[config.mk]
export PLATFORM = sky130hd
export DESIGN_NAME = ltpi_data_channel_controller_mm_v2
export DESIGN_NICKNAME = d
export VERILOG_FILES = /design/src/rtl/ltpi_data_channel_controller_mm_v2.sv
export SDC_FILE = /design/constraint.sdc
export NUM_CORES = 1
export LEC_CHECK = 0
export BUFFER_PORTS_ARGS = -buffer_cell sky130_fd_sc_hd__buf_2
export CORE_MARGIN = 1
export CORE_UTILIZATION = 49
export DETAILED_ROUTE_END_ITERATION = 7
export GPL_TIMING_DRIVEN = 0
export PLACE_DENSITY = 0.81
export SYNTH_ARGS = -nofsm -noshare
export SYNTH_HDL_FRONTEND = slang
export SYNTH_SLANG_ARGS = --single-unit
[constraint.sdc]
create_clock -name clk -period 8.7 [get_ports clk]
set_input_delay 2.175 -clock clk [delete_from_list [all_inputs] [get_ports clk]]
set_output_delay 2.175 -clock clk [all_outputs]
set_load 0.02 [all_outputs]
[src/rtl/ltpi_data_channel_controller_mm_v2.sv]
// ltpi_data_channel_controller_mm_v2
// Bridges a single-outstanding Avalon-MM slave onto the LTPI data channel.
// A command is captured in IDLE, pushed to the data-channel FIFO (REQ) and
// the controller then waits for the tagged completion (WAIT). CRC errors and
// timeouts are retried up to MAX_RETRY times with the same tag and payload.
// Ports:
//   clk, reset (async, active-high), data_channel_rst (sync abort/flush)
//   Avalon slave: chipselect/read/write/address/byteenable/writedata in,
//                 waitrequest/readdatavalid/writeresponsevalid/readdata/response out
//   req_valid/req_ack/req       : request to the data-channel FIFO
//   resp_valid/resp             : completions from the data channel
//   timeout_cnt/crc_err_cnt/unexp_cnt : saturating 8-bit status counters

package ltpi_dc_pkg;
    localparam logic [3:0] READ_REQ   = 4'h0;
    localparam logic [3:0] WRITE_REQ  = 4'h1;
    localparam logic [3:0] READ_COMP  = 4'h2;
    localparam logic [3:0] WRITE_COMP = 4'h3;
    localparam logic [3:0] CRC_ERROR  = 4'h4;

    typedef struct packed {
        logic [7:0]  tag;
        logic [3:0]  command;
        logic [31:0] address;
        logic [31:0] data;
        logic [3:0]  byte_en;
        logic [3:0]  operation_status;
    } Data_channel_payload_t;
endpackage

module ltpi_data_channel_controller_mm_v2
    import ltpi_dc_pkg::*;
#(
    parameter int ADDR_W         = 32,
    parameter int TIMEOUT_CYCLES = 60000,
    parameter int MAX_RETRY      = 2
) (
    input  logic                  clk,
    input  logic                  reset,
    input  logic                  data_channel_rst,
    input  logic                  chipselect,
    input  logic                  read,
    input  logic                  write,
    input  logic [ADDR_W-1:0]     address,
    input  logic [3:0]            byteenable,
    input  logic [31:0]           writedata,
    output logic                  waitrequest,
    output logic                  readdatavalid,
    output logic                  writeresponsevalid,
    output logic [31:0]           readdata,
    output logic [1:0]            response,
    output logic                  req_valid,
    input  logic                  req_ack,
    output Data_channel_payload_t req,
    input  logic                  resp_valid,
    input  Data_channel_payload_t resp,
    output logic [7:0]            timeout_cnt,
    output logic [7:0]            crc_err_cnt,
    output logic [7:0]            unexp_cnt
);

    localparam int TW = $clog2(TIMEOUT_CYCLES + 1);

    typedef enum logic [1:0] {IDLE, REQ, WAIT} state_t;

    state_t                state_q, state_d;
    logic                  busy_q;
    logic                  req_valid_q, req_valid_d;
    Data_channel_payload_t req_q, req_d;
    logic                  rnw_q, rnw_d;
    logic [7:0]            tag_q, tag_d;
    logic [2:0]            retry_q, retry_d;
    logic [TW-1:0]         timer_q, timer_d;
    logic                  rdv_q, rdv_d, wrv_q, wrv_d;
    logic [31:0]           rdata_q, rdata_d;
    logic [1:0]            response_q, response_d;
    logic [7:0]            tmo_cnt_q, tmo_cnt_d, crc_cnt_q, crc_cnt_d, unexp_cnt_q, unexp_cnt_d;

    logic        accept, tag_hit, match_ok, match_crc, timeout;
    logic        done;
    logic [1:0]  done_resp;
    logic [31:0] done_data;
    logic        unused_resp;

    function automatic logic [31:0] byte_mask(input logic [3:0] be);
        return {{8{be[3]}}, {8{be[2]}}, {8{be[1]}}, {8{be[0]}}};
    endfunction

    assign waitrequest        = busy_q | data_channel_rst;
    assign req_valid          = req_valid_q;
    assign req                = req_q;
    assign readdatavalid      = rdv_q;
    assign writeresponsevalid = wrv_q;
    assign readdata           = rdata_q;
    assign response           = response_q;
    assign timeout_cnt        = tmo_cnt_q;
    assign crc_err_cnt        = crc_cnt_q;
    assign unexp_cnt          = unexp_cnt_q;
    assign unused_resp        = ^{resp.address, resp.byte_en};

    assign accept = (state_q == IDLE) && chipselect && (read || write) && !waitrequest;

    // A channel abort takes precedence, so nothing arriving in that cycle
    // is treated as a completion of the in-flight transaction.
    assign tag_hit   = resp_valid && (state_q == WAIT) && !data_channel_rst && (resp.tag == tag_q);
    assign match_ok  = tag_hit && (resp.command == (rnw_q ? READ_COMP : WRITE_COMP));
    assign match_crc = tag_hit && (resp.command == CRC_ERROR);
    // Any matching completion beats a timeout landing in the same cycle.
    assign timeout   = (state_q == WAIT) && !data_channel_rst && (timer_q == TW'(TIMEOUT_CYCLES - 1))
                       && !(match_ok || match_crc);

    always_comb begin
        state_d     = state_q;
        req_valid_d = req_valid_q;
        req_d       = req_q;
        rnw_d       = rnw_q;
        tag_d       = tag_q;
        retry_d     = retry_q;
        timer_d     = timer_q;
        rdv_d       = 1'b0;
        wrv_d       = 1'b0;
        rdata_d     = '0;
        response_d  = 2'b00;
        tmo_cnt_d   = tmo_cnt_q;
        crc_cnt_d   = crc_cnt_q;
        unexp_cnt_d = unexp_cnt_q;
        done        = 1'b0;
        done_resp   = 2'b10;
        done_data   = '0;

        case (state_q)
            IDLE: begin
                if (accept) begin
                    state_d                = REQ;
                    req_valid_d            = 1'b1;
                    rnw_d                  = !write;
                    retry_d                = '0;
                    req_d.tag              = tag_q;
                    req_d.command          = write ? WRITE_REQ : READ_REQ;
                    req_d.address          = 32'(address);
                    req_d.data             = write ? (writedata & byte_mask(byteenable)) : 32'h0;
                    req_d.byte_en          = byteenable;
                    req_d.operation_status = 4'hF;
                end
            end
            REQ: begin
                if (data_channel_rst) begin
                    done = 1'b1;
                end else if (req_ack) begin
                    req_valid_d = 1'b0;
                    state_d     = WAIT;
                    timer_d     = '0;
                end
            end
            WAIT: begin
                if (data_channel_rst) begin
                    done = 1'b1;
                end else if (match_ok) begin
                    done      = 1'b1;
                    done_resp = (resp.operation_status == 4'h0) ? 2'b00 : 2'b10;
                    done_data = resp.data & byte_mask(req_q.byte_en);
                end else if (match_crc || timeout) begin
                    if (retry_q != 3'(MAX_RETRY)) begin
                        retry_d     = retry_q + 3'd1;
                        state_d     = REQ;
                        req_valid_d = 1'b1;
                    end else begin
                        done = 1'b1;
                    end
                end else begin
                    timer_d = timer_q + TW'(1);
                end
            end
            default: state_d = IDLE;
        endcase

        // Every completion (good, failed or aborted) retires the tag.
        if (done) begin
            state_d     = IDLE;
            req_valid_d = 1'b0;
            rdv_d       = rnw_q;
            wrv_d       = !rnw_q;
            response_d  = done_resp;
            rdata_d     = rnw_q ? done_data : 32'h0;
            tag_d       = tag_q + 8'd1;
            retry_d     = '0;
            timer_d     = '0;
        end

        if (timeout && (tmo_cnt_q != 8'hFF))                     tmo_cnt_d   = tmo_cnt_q + 8'd1;
        if (match_crc && (crc_cnt_q != 8'hFF))                   crc_cnt_d   = crc_cnt_q + 8'd1;
        if (resp_valid && !(match_ok || match_crc) && (unexp_cnt_q != 8'hFF))
                                                                 unexp_cnt_d = unexp_cnt_q + 8'd1;
    end

    always_ff @(posedge clk or posedge reset) begin
        if (reset) begin
            state_q     <= IDLE;
            busy_q      <= 1'b0;
            req_valid_q <= 1'b0;
            req_q       <= '0;
            rnw_q       <= 1'b1;
            tag_q       <= '0;
            retry_q     <= '0;
            timer_q     <= '0;
            rdv_q       <= 1'b0;
            wrv_q       <= 1'b0;
            rdata_q     <= '0;
            response_q  <= 2'b00;
            tmo_cnt_q   <= '0;
            crc_cnt_q   <= '0;
            unexp_cnt_q <= '0;
        end else begin
            state_q     <= state_d;
            busy_q      <= (state_d != IDLE);
            req_valid_q <= req_valid_d;
            req_q       <= req_d;
            rnw_q       <= rnw_d;
            tag_q       <= tag_d;
            retry_q     <= retry_d;
            timer_q     <= timer_d;
            rdv_q       <= rdv_d;
            wrv_q       <= wrv_d;
            rdata_q     <= rdata_d;
            response_q  <= response_d;
            tmo_cnt_q   <= tmo_cnt_d;
            crc_cnt_q   <= crc_cnt_d;
            unexp_cnt_q <= unexp_cnt_d;
        end
    end

endmodule

==> summary.md, run 1 <==
| Metric | Value |
|---|---|
| Comb pwr share | `31.0%` |
| CTS root buf | `clkbuf_16` |
| Setup-violating endpoint count in the final report | `0` |
| WHS | `0.4680 ns` |
| Levels on crit path | `4` |
| Kind of cell adding the most delay to the critical path | `buffers and inverters` |
| Hold Path Class | `reg2reg` |
| Port buffer count | `260` |
| Sequential element share of the synthesized area | `between 50% and 60%` |
| Synthesis-to-layout area growth | `29.79%` |
| Most frequent cell after synthesis | `nand2_1` |
| Post-synth top cells | `nand2_1 (188), dfrtp_1 (168), nand3_1 (66)` |
| 1st-iter DRT viols | `about 440` |
| CP Launch Type | `primary input` |
| Critical Path, Cell by Cell | `buf_2, nor2_1, inv_1, buf_2` |
| Die width | `between 100 and 150 um` |
| FP Rows | `45` |
| Period utilization | `between 50 and 60%` |
| Internal Power | `between 1500 and 2000 uW` |
| Post-synth EDFFs | `0` |
| Number of I/O pins | `306` |
| Max cap viols | `0` |
| Synth Area per Inst | `between 9 and 10 um2` |
| Yosys warning total | `0` |
| Reg2reg end | `retry_q[1]` |
| Final core occ | `roughly 65%` |
| Status | `complete, no violations` |
| Leakage | `0.005226 uW` |
| Slew @ Worst Pin | `0.7158 ns` |
| R2R Path Start | `state_q[0]` |
| GRT Total Usage | `between 20 and 30%` |
| Worst-path maximum fanout | `8` |
| Peak supply drop | `between 150 and 200 uV` |
| Hpwl dp | `15.39 mm` |
| GRT overflow | `0` |
| Skew final | `roughly 0.0087 ns` |
| Number of global-route vias before repair | `approximately 6.4k` |
| Post-Syn Area | `about 7600 um2` |
| CP endpoint | `waitrequest` |
| Largest net degree at the start of global routing | `between 100 and 150` |
| Relative slew margins | `just over 50%` |
| Synth area leaders | `dfrtp_1 (56%), nand2_1 (9.3%), nand3_1 (4.4%)` |
| Cell mode on critical path | `buf_2` |
| Clock slew at reported path FFs | `~0.070 ns` |
| Worst setup EP type | `output port` |
| Worst Path Required | `roughly 6.5 ns` |
| Net Sw Frac | `between 30% and 40%` |
| Synth async-reset ratio | `between 90% and 100%` |
| Post-synth top flop | `dfrtp_1` |
| Flop pwr share | `between 30% and 40%` |
| Yosys cell types | `between 50 and 60` |
| Clock Sinks | `around 170` |
| CP max-delay cell | `nor2_1` |
| Mean routed wirelength per cell | `around 16 um` |
| Total Die Area | `approximately 16000 um2` |
| Layout cells sized above 1 | `approximately 30%` |
| CP peak stage delay | `roughly 0.23 ns` |
| Power density over the cells | `roughly 290 nW/um2` |
| CTS buffer count | `17` |
| CTS tree | `yes` |
| Fill cells | `approximately 1.3k` |
| Number of gates resized after CTS | `0` |
| Leading area contributor after synthesis | `dfrtp_1` |
| NetSw | `1070 uW` |
| Max clock buf depth | `2` |
| First-pass DRT Iterations | `5` |
| Crit Path Class | `in2out` |
| Synthesized flop and latch total | `169` |
| First-pass GRT wire length | `32.75 mm` |
| Post-Route WL | `roughly 21 mm` |
| # Post-CTS Setup Buffers | `0` |
| Post-Syn Instances | `about 760` |
| Flop2flop setup slack | `~5.7 ns` |
| Worst path buffer plus inverter count | `3` |
| RSZ-0062 raised after global routing | `no` |
| Final nets | `1218` |
| Critical path origin | `data_channel_rst` |
| Vias | `6697` |
| Fin. Hold Viols | `0` |
| H-tree levels | `4` |
| Setup_tns | `0 ns` |
| Vias per cell | `roughly 5.3` |
| Die height | `roughly 130 um` |
| Number of remaining DRC errors | `0` |
| Clock Power Share | `between 20% and 30%` |
| Core area | `roughly 15000 um2` |
| Initial core utilization | `around half` |
| Initial antenna violation count | `5` |
| Slew Limit Fails | `0` |
| Placer congestion estimate | `0.8904` |
| Hold Buf Count CTS | `0` |
| Antenna Nets Post-Route | `0` |
| Fmax | `approximately 0.20 GHz` |
| Worst Path Arrival | `about 2.8 ns` |
| Final min period | `a little under 5 ns` |
| Cells on worst reg2reg path | `8` |
| Clk_lat worst skew | `roughly 0.43 ns` |
| Post-synth top area share | `between 50 and 60%` |
[per-stage QoR]
step / total power [uW] / setup slack [ns] / cell area, um2 / cells
floorplan: 1661 / 1.952 / 7562 / 767
global placement: 1968 / 0.09154 / 9099 / 1215
detailed placement: 2003 / 3.714 / 9134 / 1216
CTS: 2839 / 3.712 / 9788 / 1248
global route: 2984 / 3.614 / 9801 / 1253
finish: 2828 / 3.731 / 9801 / 1253
[state kept, by name, summed over array words and instances, names as in the netlist, 2 cells and up]
name         cells
unexp_cnt        8
req             78
tag_q            8
timer_q         16
timeout_cnt      8
crc_err_cnt      8
readdata        32
retry_q          3
state_q          2
[cells in the final DEF (no fill, tap or decap), types with 3 or more instances in the layout]
| cell type | netlist | routed |
|---|---|---|
| xnor2_1 | 20 | 20 |
| nand4b_1 | 4 | 4 |
| and2_1 | 3 | 3 |
| and4_1 | 3 | 3 |
| ha_1 | 11 | 11 |
| diode_2 | 0 | 5 |
| nor4_1 | 5 | 5 |
| nand2b_1 | 11 | 11 |
| buf_2 | 1 | 261 |
| inv_1 | 12 | 11 |
| inv_8 | 0 | 4 |
| clkbuf_16 | 0 | 17 |
| nand3b_1 | 11 | 11 |
| buf_4 | 7 | 7 |
| nor2_1 | 15 | 15 |
| o2111ai_1 | 4 | 4 |
| mux2i_1 | 9 | 9 |
| bufinv_16 | 0 | 4 |
| and3_1 | 41 | 41 |
| o211ai_1 | 4 | 4 |
| nor4bb_1 | 3 | 3 |
| nand2_1 | 188 | 188 |
| clkbuf_1 | 32 | 32 |
| a31oi_1 | 3 | 3 |
| mux2_2 | 6 | 6 |
| conb_1 | 1 | 4 |
| nor3_1 | 6 | 6 |
| a21oi_1 | 10 | 10 |
| o21ai_0 | 35 | 35 |
| inv_6 | 0 | 5 |
| nand3_1 | 66 | 66 |
| buf_1 | 9 | 9 |
| dfrtp_1 | 168 | 168 |
| xor2_1 | 17 | 17 |
| nand4_1 | 22 | 22 |
| a211oi_1 | 6 | 6 |
[power groups by stage]
stage / Clock [uW] / Combinational, uW / Sequential [uW]
2_1_floorplan: 0 / 353 / 1310
3_3_place_gp: 0 / 852 / 1120
3_5_place_dp: 0 / 875 / 1130
4_1_cts: 843 / 882 / 1110
5_1_grt: 877 / 964 / 1140
6_report: 835 / 878 / 1120
[how the worst min path moves through the flow]
stage              from       end  slack (ns)  depth (start not counted)
2_1_floorplan  tag_q[7]  tag_q[7]        0.48                          1
3_3_place_gp    req[71]   req[71]        0.45                          2
3_5_place_dp    req[65]   req[65]        0.46                          2
4_1_cts         req[65]   req[65]        0.47                          2
5_1_grt         req[63]   req[63]        0.49                          2
6_report        req[50]   req[50]        0.47                          2
[worst reg2reg max path, cell delays in order, from the launching register on]
cell and delay [ns]:
dfrtp_1 0.42, inv_1 0.10, ha_1 0.22, and4bb_1 0.28
or4b_4 0.52, or4b_4 0.59, a31oi_4 0.32, mux2_2 0.37
a21boi_1 0.14
[per-layer routing]
layer / share of wire (%) / global-route usage (%) / up-vias
li1: - / - / 3198
met1: 39 / 31.72 / 3204
met2: 51 / 46.96 / 246
met3: 5.4 / 4.758 / 49
met4: 3.8 / 13.04 / 0
met5: 0 / 0 / -
[area by class of cell]
cell class	count	area, um2	share of cell area [%]
clock inverters	15	229.0	2.336
plain buffers	49	211.5	2.158
multi-input cells	537	3075	31.38
diodes	5	12.51	0.1277
flip-flops and latches	169	4230	43.16
inverters	12	52.55	0.5362
well taps	188	235.2	2.400
clock buffers	17	425.4	4.341
repair buffers	261	1329	13.56
[logic make-up after synthesis]
family	count (synthesis)	synth area share, %
xor gates and xnor gates	37	4.292
and+or+nand+nor	395	26.00
DFF	169	56.02
other	1	0.04966
adders and majority gates	11	1.823
muxes	15	2.088
buffers and inverters	61	3.397
AOI/OAI and AO/OA	75	6.330
Note: power is estimated with default switching activity, not from simulation.
==> inputs of run 2 (changes only) <==
==> constraint.sdc (replaced) <==
create_clock -name clk -period 4.7 [get_ports clk]
set_input_delay 1.175 -clock clk [delete_from_list [all_inputs] [get_ports clk]]
set_output_delay 1.175 -clock clk [all_outputs]
set_load 0.02 [all_outputs]
==> run 2 against run 1 <==
  * First-iteration DRC count down 17%
  * Clock skew up 0.0013 ns
  * Highest routed layer unchanged
  * Final area down 0.13%
  * Critical path type is now in2reg
  * Combinational power up 86%
  * Clock power up 66%
  * Critical path depth up 4
  * Global-route usage down 0.68 points
  * Total power up 79%
==> summary.md, run 2 (synthesis results as in run 1) <==
| Metric | Value |
|---|---|
| Worst setup EP type | `flop` |
| FP Rows | `45 (unchanged)` |
| Most common cell after layout, fill and taps aside | `buf_2` |
| Max FFs per register | `78 (unchanged)` |
| Clock slew at reported path FFs | `0.06 ns (about the same)` |
| Max clock buf depth | `2 (unchanged)` |
| Initial core utilization | `49.86% (unchanged)` |
| CP Launch Type | `primary input` |
| Port buffer count | `260 (unchanged)` |
| GRT overflow | `0 (unchanged)` |
| Number of remaining DRC errors | `0 (unchanged)` |
| Number of I/O pins | `306 (unchanged)` |
| Final core occ | `64.63% (-0.083 points)` |
| Layout cells sized above 1 | `30.20% (+0.20 points)` |
| Period utilization | `69.47%` |
| Peak supply drop | `265.0 uV (+54%)` |
| Worst Path Arrival | `3.62 ns (+0.83 ns)` |
| GRT busiest layer | `met2` |
| CTS root buf | `clkbuf_16` |
| RSZ-0062 raised after global routing | `no` |
| First-pass GRT wire length | `32.06 mm (-2.1%)` |
| Die height | `126.1 um (unchanged)` |
| Synthesis-to-layout area growth | `29.63%` |
| Hpwl dp | `15.44 mm (+0.36%)` |
| CTS buffer count | `17 (unchanged)` |
| Vias per cell | `5.447 (+1.9%)` |
| Fin. Hold Viols | `0 (unchanged)` |
| Leakage | `0.005223 uW (about the same)` |
| Core area | `15150 um2 (unchanged)` |
| Slew Limit Fails | `0 (unchanged)` |
| Skew final | `0.01003 ns (+0.001310 ns)` |
| Post-Route WL | `20.59 mm (-0.39%)` |
| Final instance area | `9788 um2 (-0.13%)` |
| CTS tree | `yes` |
| Relative slew margins | `43.56% (-8.3 points)` |
| Status | `complete, no violations` |
| Slew @ Worst Pin | `0.8448 ns (+0.1289 ns)` |
| Hold Buf Count CTS | `0 (unchanged)` |
| Max cap viols | `0 (unchanged)` |
| Setup_tns | `0 ns (unchanged)` |
| Worst Path Required | `5.05 ns (-1.48 ns)` |
| H-tree levels | `4 (unchanged)` |
| Total Die Area | `15910 um2 (unchanged)` |
| GRT Total Usage | `26.08% (-0.68 points)` |
| Area of placed instances | `9190 um2 (+0.62%)` |
| Most frequent cells in the layout | `buf_2 (261), nand2_1 (188), dfrtp_1 (168), nand3_1 (66), and3_1 (41)` |
| WHS | `0.4704 ns (+0.002329 ns)` |
| Mean routed wirelength per cell | `16.39 um (-0.63%)` |
| Largest net degree at the start of global routing | `41 (-62%)` |
| Clock Sinks | `169 (unchanged)` |
| Antenna Nets Post-Route | `0 (unchanged)` |
| Power density over the cells | `518.5 nW/um2 (+80%)` |
| Number of gates resized after CTS | `0 (unchanged)` |
| Final nets | `1221 (+0.25%)` |
| M2 GR Usage | `45.50% (-1.5 points)` |
| Fill cells | `1224 (-2.4%)` |
| Clk_lat worst skew | `0.42 ns (about the same)` |
| First-pass DRT Iterations | `5 (unchanged)` |
| Final min period | `~3.3 ns` |
| Die width | `126.1 um (unchanged)` |
| Initial antenna violation count | `5 (unchanged)` |
| Hold Path Class | `reg2reg` |
| Fmax | `between 0.3 and 0.4 GHz` |
| Setup-violating endpoint count in the final report | `0 (unchanged)` |
| Crit Path Class | `in2reg` |
| Placer congestion estimate | `0.8913 (+0.10%)` |
| GRT met3 Usage | `5.650% (+0.89 points)` |
| GRT met1 Usage | `30.76% (-0.96 points)` |
| Worst-path maximum fanout | `10 (+2)` |
| Number of global-route vias before repair | `6166 (-2.9%)` |
| # Post-CTS Setup Buffers | `0 (unchanged)` |
| Vias | `6842 (+2.2%)` |
| 1st-iter DRT viols | `368 (-17%)` |
==> run 2: through the flow <==
step / instances / worst slack, ns / total power [uW]
finish: 1256 / 1.435 / 5075
global route: 1256 / 1.276 / 5368
CTS: 1251 / 1.487 / 5098
detailed placement: 1219 / 1.065 / 3699
global placement: 1215 / 0.3220 / 3643
floorplan: 767 / 1.371 / 3075
==> run 2: final cells by class <==
class | instances | area, um2 | share of cell area, %
sequential | 169 | 4230 | 43.22
multi-input combinational | 537 | 3075 | 31.42
timing repair buffer | 264 | 1389 | 14.19
clock buffer | 18 | 439.2 | 4.487
tap | 188 | 235.2 | 2.403
buffer | 49 | 211.5 | 2.160
clock inverter | 14 | 146.4 | 1.496
inverter | 12 | 48.80 | 0.4985
antenna | 5 | 12.51 | 0.1278
==> run 2: layer usage <==
layer / vias to the layer above / part of all wire [%]
met5: - / 0
met4: 0 / 3.8
met3: 63 / 4.8
met2: 253 / 52
met1: 3323 / 39
li1: 3203 / -
==> run 2: worst max-delay path, cell delays in order <==
cell and delay [ns]:
buf_2 0.10, xor2_1 0.16, nor4_1 0.46, o2111ai_1 0.19, a211o_1 0.44, nor3_2 0.50, clkbuf_1 0.35, and3_1 0.22
==> run 2: worst paths after layout <==
check                      slack (ns)           end  cells after the start       start
setup / recovery                 1.43  readdata[13]                      8    resp[80]
hold / removal                   0.47       req[81]                      2     req[81]
setup reg to reg                 1.74    retry_q[1]                      8  state_q[0]
hold reg to reg                  0.47       req[81]                      2     req[81]
max in group asynchronous        3.05         rnw_q                      3       reset
min in group asynchronous        0.91   readdata[5]                      2       reset
==> run 2: power breakdown <==
group | switching, uW | total [uW] | internal, uW | leakage, uW
combinational | 1080 | 1630 | 548 | 0.00268
clock | 585 | 1390 | 800 | 0.000288
sequential | 265 | 2060 | 1800 | 0.00226
